`src/rtl/hazard_pkg.sv`:
```
// Shared types and helpers for the pipeline hazard controller.
// Holds the controller state encoding and the register-tag match rule.
package hazard_pkg;

    localparam int REG_AW_DEF = 5;

    typedef enum logic [1:0] {
        S_RUN,
        S_MEM_WAIT,
        S_DRAIN,
        S_HALT
    } state_t;

    // A source only conflicts with a producer when it is actually read and the
    // producer writes a real register ($zero is never a hazard).
    function automatic logic reg_hit(input logic src_used,
                                     input logic same_reg,
                                     input logic dst_nonzero);
        return src_used & same_reg & dst_nonzero;
    endfunction

endpackage

```
`src/rtl/md_busy_counter.sv`:
```
// Mult/div occupancy counter: loads the latency on issue, counts down
// on unfrozen cycles and reports busy while non-zero.
module md_busy_counter #(
    parameter int MD_LAT = 32
) (
    input  logic clk,
    input  logic reset,
    input  logic load,
    input  logic hold,
    output logic busy
);

    localparam int MW = $clog2(MD_LAT + 1);

    logic [MW-1:0] count;

    always_ff @(posedge clk or negedge reset) begin
        if (!reset) begin
            count <= '0;
        end else if (load) begin
            count <= MW'(MD_LAT);
        end else if (!hold && count != '0) begin
            count <= count - 1'b1;
        end
    end

    assign busy = (count != '0);

endmodule

```
`src/rtl/pipeline_hazard_ctrl.sv`:
```
// Central hazard controller for the 5-stage pipeline: load-use, branch
// operand, mult/div busy, memory wait and HALT drain handling.
module pipeline_hazard_ctrl
    import hazard_pkg::*;
#(
    parameter int REG_AW = REG_AW_DEF,
    parameter int MD_LAT = 32,
    parameter int CNT_W  = 16,
    parameter int DRAIN  = 3
) (
    input  logic              clk,
    input  logic              reset,
    input  logic [REG_AW-1:0] rsD,
    input  logic [REG_AW-1:0] rtD,
    input  logic              useRsD,
    input  logic              useRtD,
    input  logic              branchD,
    input  logic [REG_AW-1:0] rwE,
    input  logic              RegWriteE,
    input  logic              MemtoRegE,
    input  logic [REG_AW-1:0] rwM,
    input  logic              MemtoRegM,
    input  logic              mdStartD,
    input  logic              mdUseD,
    input  logic              StopD,
    input  logic              memReadyM,
    output logic              stallF,
    output logic              stallD,
    output logic              isLWHazard,
    output logic              freeze,
    output logic              halted,
    output logic [CNT_W-1:0]  stall_cnt
);

    localparam int DW = (DRAIN < 2) ? 1 : $clog2(DRAIN + 1);

    state_t        state, next_state;
    logic [DW-1:0] drain_cnt;
    logic          drain_load, drain_dec;
    logic          md_busy, md_issue;
    logic          match_e, match_m;
    logic          lw_haz, br_haz, md_haz, any_haz;

    assign match_e = reg_hit(useRsD, rsD == rwE, rwE != '0)
                   | reg_hit(useRtD, rtD == rwE, rwE != '0);
    assign match_m = reg_hit(useRsD, rsD == rwM, rwM != '0)
                   | reg_hit(useRtD, rtD == rwM, rwM != '0);

    assign lw_haz  = RegWriteE & MemtoRegE & match_e;
    assign br_haz  = branchD & ((RegWriteE & match_e) | (MemtoRegM & match_m));
    assign md_haz  = md_busy & (mdUseD | mdStartD);
    assign any_haz = lw_haz | br_haz | md_haz;

    // A mult/div only really issues when ID advances into EX this cycle.
    assign md_issue = mdStartD & ~stallD & ~freeze;

    md_busy_counter #(.MD_LAT(MD_LAT)) u_md (
        .clk   (clk),
        .reset (reset),
        .load  (md_issue),
        .hold  (freeze),
        .busy  (md_busy)
    );

    always_ff @(posedge clk or negedge reset) begin
        if (!reset) begin
            state <= S_RUN;
        end else begin
            state <= next_state;
        end
    end

    // MEM_WAIT with memory ready behaves exactly like RUN, so the stall is
    // released in the same cycle the access completes.
    always_comb begin
        next_state = state;
        stallF     = 1'b0;
        stallD     = 1'b0;
        isLWHazard = 1'b0;
        freeze     = 1'b0;
        drain_load = 1'b0;
        drain_dec  = 1'b0;
        case (state)
            S_RUN, S_MEM_WAIT: begin
                if (!memReadyM) begin
                    freeze     = 1'b1;
                    stallF     = 1'b1;
                    stallD     = 1'b1;
                    next_state = S_MEM_WAIT;
                end else begin
                    next_state = S_RUN;
                    if (any_haz) begin
                        stallF     = 1'b1;
                        stallD     = 1'b1;
                        isLWHazard = 1'b1;
                    end else if (StopD) begin
                        drain_load = 1'b1;
                        next_state = S_DRAIN;
                    end
                end
            end
            S_DRAIN: begin
                stallF = 1'b1;
                stallD = 1'b1;
                if (!memReadyM) begin
                    freeze = 1'b1;
                end else begin
                    isLWHazard = 1'b1;
                    drain_dec  = 1'b1;
                    if (drain_cnt <= DW'(1)) begin
                        next_state = S_HALT;
                    end
                end
            end
            S_HALT: begin
                stallF     = 1'b1;
                stallD     = 1'b1;
                isLWHazard = 1'b1;
            end
            default: next_state = S_RUN;
        endcase
    end

    always_ff @(posedge clk or negedge reset) begin
        if (!reset) begin
            drain_cnt <= '0;
        end else if (drain_load) begin
            drain_cnt <= DW'(DRAIN);
        end else if (drain_dec) begin
            drain_cnt <= drain_cnt - 1'b1;
        end
    end

    always_ff @(posedge clk or negedge reset) begin
        if (!reset) begin
            halted    <= 1'b0;
            stall_cnt <= '0;
        end else begin
            halted <= (next_state == S_HALT);
            if (stallD && stall_cnt != {CNT_W{1'b1}}) begin
                stall_cnt <= stall_cnt + 1'b1;
            end
        end
    end

endmodule
```
`config.mk`:
```
export PLATFORM = sky130hd
export DESIGN_NAME = pipeline_hazard_ctrl
export DESIGN_NICKNAME = d
export VERILOG_FILES = /design/src/rtl/hazard_pkg.sv /design/src/rtl/md_busy_counter.sv /design/src/rtl/pipeline_hazard_ctrl.sv
export SDC_FILE = /design/constraint.sdc
export NUM_CORES = 1
export LEC_CHECK = 0
export ABC_AREA = 1
export CAP_MARGIN = 15
export CORE_ASPECT_RATIO = 0.7
export CORE_MARGIN = 2
export CORE_UTILIZATION = 35
export CTS_BUF_LIST = sky130_fd_sc_hd__clkbuf_8
export DETAILED_ROUTE_END_ITERATION = 16
export PLACE_DENSITY_LB_ADDON = 0.05
export SYNTH_ARGS = -nofsm -noshare
export SYNTH_HDL_FRONTEND = slang
export SYNTH_SLANG_ARGS = --single-unit
export TNS_END_PERCENT = 5
```
`constraint.sdc`:
```
create_clock -name clk -period 2.9 [get_ports clk]
set_input_delay 0.29 -clock clk [delete_from_list [all_inputs] [get_ports clk]]
set_output_delay 0.29 -clock clk [all_outputs]
set_load 0.05 [all_outputs]
```
Word-level counts from Yosys, hierarchy flattened
Index checks and enable logic that the tools add are counted.
- bitwise operators: 24
- reduce and logical (&&, ||, !) cells: 12
- magnitude comparators: 1
- shift-type cells: 0
- multiplexer cells: 23
- equal/unequal tests: 9
- add/sub/neg operators: 3
- div/mod/pow operators: 0
- multipliers: 0
- operators with widths (cell ; count):
    $eq A5 B5 Y1 ; 4
    $add A16 B1 Y16 const B ; 1
    $and A1 B1 Y1 ; 16
    $ne A16 B16 Y1 const B ; 1
    $mux W2 ; 7
    $mux W6 ; 2
    $mux W1 ; 11
    $reduce_bool A5 Y1 ; 2
    $eq A2 B2 Y1 const B ; 3
    $or A1 B1 Y1 ; 6
    $reduce_bool A6 Y1 ; 1
    $sub A6 B1 Y6 const B ; 1
    $pmux W2 S2 ; 1
    $reduce_bool A2 Y1 ; 2
    $reduce_or A2 Y1 ; 2
    $pmux W1 S3 ; 1
    $reduce_or A3 Y1 ; 1
    $eq A2 B1 Y1 const B ; 1
    $le A2 B1 Y1 const B ; 1
    $logic_and A1 B1 Y1 ; 2
    $logic_not A2 Y1 ; 1
    $not A1 Y1 ; 2
    $pmux W1 S2 ; 1
    $sub A2 B1 Y2 const B ; 1
    $logic_not A1 Y1 ; 1
- memories: 0
- memory bits (writable): 0
- memory bits (read-only): 0
- bits of input ports: 32
- bits in latches: 0
- logic and storage cells: 77
- flip-flop bits (word level): 27
- output and inout bits: 21

Longest topological paths before layout
- depth after elaboration: 16
- depth in mapped cells: 14
- mapped depth without buffers: 13

Modules after synthesis
From an unflattened synthesis, not the netlist that was laid out.
- cell total of the unflattened synthesis: 319
- area total of the unflattened synthesis: 2169.6 um^2
- by module, submodules not included (module ; sequential area each (um^2) ; times used ; cells an instance ; area each (um^2)):
    pipeline_hazard_ctrl ; 525.5 ; 1 ; 267 ; 1754.2
    md_busy_counter ; 150.1 ; 1 ; 52 ; 415.4

Least setup slack after synthesis
Ideal clock, no wire load.
- kind: register -> register
- start: register stall_cnt[0]
- end: register stall_cnt[2]
- cell stages (with the launch flop): 10
- period minus slack after synthesis: 1.985 ns
- setup slack: 0.915 ns
- setup time: 0.120 ns
- required time: 2.780 ns
- arrival: 1.865 ns
- path through: dfrtp_1 ha_1 nand3_2 nor2_4 nand2_2 nor3_2 nand2_2 buf_2 nand3_1 nand2_1
- cells in the longest elaborated chain, start to end: 2
- ends and longest elaborated chain (element ; RTL line ; text):
    start: declaration ; pipeline_hazard_ctrl.sv:32 ; output logic [CNT_W-1:0] stall_cnt
    start signal: assignment ; pipeline_hazard_ctrl.sv:141 ; stall_cnt <= stall_cnt + 1'b1;
    parallel branches: the longest is 2 deep, another holds $add A16 B1 Y16 ; - ;
Several ways; the timed one is not identified.
A chain may end at the register's enable or synchronous reset.

Worst setup path after layout
- start: input rsD[3]
- end: output stallF
- cells in the longest elaborated chain, start to end: 12
- ends and longest elaborated chain (element ; RTL line ; text):
    start: declaration ; pipeline_hazard_ctrl.sv:13 ; input logic [REG_AW-1:0] rsD,
    $eq A5 B5 Y1 (on tied branches) ; pipeline_hazard_ctrl.sv:44, pipeline_hazard_ctrl.sv:46 ;
    $and A1 B1 Y1 (2 in series) ; hazard_pkg.sv:19 ; return src_used & same_reg & dst_nonzero;
    $or A1 B1 Y1 (on tied branches) ; pipeline_hazard_ctrl.sv:45, pipeline_hazard_ctrl.sv:47 ;
    $and A1 B1 Y1 ; pipeline_hazard_ctrl.sv:50 ; assign br_haz = branchD & ((RegWriteE & match_e) | (MemtoRegM & match_m));
    $or A1 B1 Y1 ; pipeline_hazard_ctrl.sv:50 ;
    $and A1 B1 Y1 ; pipeline_hazard_ctrl.sv:50 ;
    $or A1 B1 Y1 * (2 in series) ; pipeline_hazard_ctrl.sv:52 ; assign any_haz = lw_haz | br_haz | md_haz;
    $mux W1 * ; pipeline_hazard_ctrl.sv:92 ; if (any_haz) begin
    $mux W1 * ; pipeline_hazard_ctrl.sv:85 ; if (!memReadyM) begin
    $pmux W1 S2 * ; pipeline_hazard_ctrl.sv:83 ; case (state)
    end: declaration ; pipeline_hazard_ctrl.sv:27 ; output logic stallF,
Mark *: on every way between the ends. The rest lies on a longest branch, timed or not.

==> results.sh <==
export IMPL_status="complete, no violations"
export IMPL_synth_top_area_frac=0.349
export IMPL_design_area_um2=2570
export IMPL_grt_pass1_vias=1741
export IMPL_ir_drop_mv=0.167
export IMPL_cp_top_family="buffers and inverters"
export IMPL_hold_path_class="in -> async"
export IMPL_drtPass1Iterations=4
export IMPL_hold_viol_final=0
export IMPL_wl_per_cell_um=11.2
export IMPL_vias=1926
export IMPL_crit_fanout=20
export IMPL_period_share=0.766
export IMPL_p_sw_mw=0.293
export IMPL_p_int_mw=0.648
export IMPL_die_area_um2=6160
export IMPL_drive_gt1_frac=0.0883
export IMPL_cp_common_cell="nand2_1"
export IMPL_post_cts_setup_buffers=0
export IMPL_final_cell_mix="nand2_1 (118), clkdlybuf4s50_1 (49), nor2_1 (32)"
export IMPL_p_leak_nw=1.28
export IMPL_drtIter0Drc=114
export IMPL_synth_seq_cells=27
export IMPL_io_pins=53
export IMPL_antenna_diode_count=0
export IMPL_finalWirelength_mm=4.75
export IMPL_cts_hold_buf=0
export IMPL_area_growth_pct=32.4
export IMPL_viasPerCell=4.55
export IMPL_fin_nets=386
export IMPL_ys_seq_area_frac=0.349
export IMPL_remaining_drc_errors=0
export IMPL_p_sw_frac=0.311
export IMPL_setup_tns_ns=0
export IMPL_timing_critical_path_buf_inv=3
export IMPL_clkPwrFrac=0.237
export IMPL_cp_arrival_ns=1.93
export IMPL_setup_viol=0
export IMPL_synth_distinct_cells=28
export IMPL_cp_data_required_time_ns=2.61
export IMPL_die_y_um=66.3
export IMPL_synth_nets=332
export IMPL_rsz0062_at_grt="false"
export IMPL_cts_resized=0
export IMPL_synth_warnings=0
export IMPL_max_freq_mhz=450
export IMPL_globalplace_congestion=0.834
export IMPL_cts_root_buf="clkbuf_8"
export IMPL_netlist_instances=298
export IMPL_combinationalPowerShare=0.263
export IMPL_finalWorstPathRequiredPeriod_ns=2.22
export IMPL_row_count=22
export IMPL_slowest_delay_ns=0.51
export IMPL_cts_buffers=3
export IMPL_grt_overflow=0
export IMPL_worstMarginPinSlew_ns=0.498
export IMPL_core_area_um2=5290
export IMPL_syn_area_um2=1940
export IMPL_finClkSkew_ns=0.0116
export IMPL_drv_slew=0
export IMPL_grt_pass1_wl_mm=8.14
export IMPL_powerDensity_nw_per_um2=367
export IMPL_synth_top_cell_by_area="dfrtp_1"
export IMPL_grt_max_degree=28
export IMPL_crit_chain="clkdlybuf4s50_1 -> inv_1 -> nand2_1 -> nand2_1 -> nor2_1 -> nand3_1 -> nand2_1 -> nand2_1 -> nand2_1 -> nand2_2 -> nand3_4 -> buf_4"
export IMPL_initial_core_util=0.367
export IMPL_insertion_delay_ns=0.28
export IMPL_cp_slowest_cell="clkdlybuf4s50_1"
export IMPL_dp_hpwl_mm=3.82
export IMPL_layout_commonest_cell="nand2_1"
export IMPL_clkSinkCount=27
export IMPL_cts_max_path_buffers=2
export IMPL_cts_tree="yes"
export IMPL_portBuffers=52
export IMPL_antenna_found_initial=0
export IMPL_cts_htree_levels=1
export IMPL_syn_avg_cell_area_um2=6.50
export IMPL_yosys_top_cells_area="dfrtp_1 (35%), nand2_1 (23%), nand3_1 (7.5%), nor2_1 (6.2%), inv_1 (5.0%)"
export IMPL_fill_cells=544
export IMPL_placed_area_um2=2520
export IMPL_cp_end_kind="primary output"
export IMPL_dieWidth_um=92.9
export IMPL_drv_cap=0
export IMPL_cp_start_kind="primary input"
export IMPL_slew_limit_headroom=0.667
export IMPL_track_usage=0.165
export IMPL_clk_pin_slew_ns=0.10
export IMPL_ant_nets=0
export IMPL_seq_power_share=0.500
export IMPL_critPathKind="in -> out"
==> sequential cells by signal, indices dropped and copies added, names as in the netlist <==
register	flops
state	2
u_md.count	6
drain_cnt	2
stall_cnt	16
halted	1
==> worst paths after layout <==
kind                       cells past startpoint                      start  slack [ns]                        end
hold / removal                                 2                      reset        0.38  u_md.count[2]$_DFFE_PN0P_
max in group asynchronous                      2                      reset        2.25   stall_cnt[6]$_DFFE_PN0P_
setup reg to reg                               9   stall_cnt[0]$_DFFE_PN0P_        0.97   stall_cnt[5]$_DFFE_PN0P_
setup / recovery                              12                     rsD[3]        0.68                     stallF
min in group clk                               1  u_md.count[4]$_DFFE_PN0P_        0.51  u_md.count[4]$_DFFE_PN0P_
hold reg to reg                                1  u_md.count[4]$_DFFE_PN0P_        0.51  u_md.count[4]$_DFFE_PN0P_
==> area by class of cell <==
class	instances	area, um2	area share
flip-flops and latches	27	676	0.263
inverters	38	143	0.0556
well taps	72	90.1	0.0351
clock buffers	3	41.3	0.0161
multi-input cells	229	1090	0.424
clock inverters	1	7.51	0.00293
repair buffers	53	520	0.203
==> metrics by stage <==
stage                     std cells  hold slack [ns]  utilization  setup slack, ns  power (mW)
after floorplan                 298         -0.00559            -            0.915       0.629
after global placement          419            0.482        0.476            0.681       0.723
after detailed placement        419            0.489        0.476            0.685       0.728
after CTS                       423            0.393        0.486            0.678       0.956
after global routing            423            0.397        0.486            0.512        1.01
final                           423            0.377        0.486            0.677       0.941
==> cells in the mapped netlist <==
library cell,number
a21oi_1,2
buf_2,1
buf_4,2
buf_6,1
dfrtp_1,27
ha_1,2
inv_1,26
inv_2,12
nand2_1,118
nand2_2,3
nand2_4,1
nand3_1,29
nand3_2,1
nand3_4,1
nand3b_1,1
nand4_1,5
nor2_1,32
nor2_4,1
nor3_1,5
nor3_2,1
nor4_1,1
o21ai_0,3
o21ai_1,2
or2_0,1
or2_1,1
or2_2,3
xnor2_1,7
xor2_1,9
==> power groups by stage <==
stage / sequential, mW / clock (mW) / combinational, mW
floorplan: 0.468 / 0 / 0.161
global placement: 0.477 / 0 / 0.246
detailed placement: 0.478 / 0 / 0.250
CTS: 0.471 / 0.233 / 0.252
global route: 0.479 / 0.249 / 0.285
finish: 0.471 / 0.223 / 0.248
==> metal layers <==
metal | wire [um] | part of all wire | track usage | vias to the layer above
li1 | - | - | - | 1028
met1 | 2700 | 0.57 | 0.260 | 848
met2 | 1790 | 0.38 | 0.232 | 48
met3 | 248 | 0.052 | 0.0353 | 2
met4 | 19 | 0.0040 | 0.0221 | 0
met5 | 0 | 0 | 0 | -
==> logic make-up after synthesis <==
family	count (synthesis)	synth area share
AO/OA/AOI/OAI	7	0.0181
XOR/XNOR	16	0.0723
adder cells (fa/ha/maj)	2	0.0129
buffers and inverters	42	0.0897
flip-flops	27	0.349
AND/OR/NAND/NOR	204	0.458
Power figures use the tool's default switching activity.
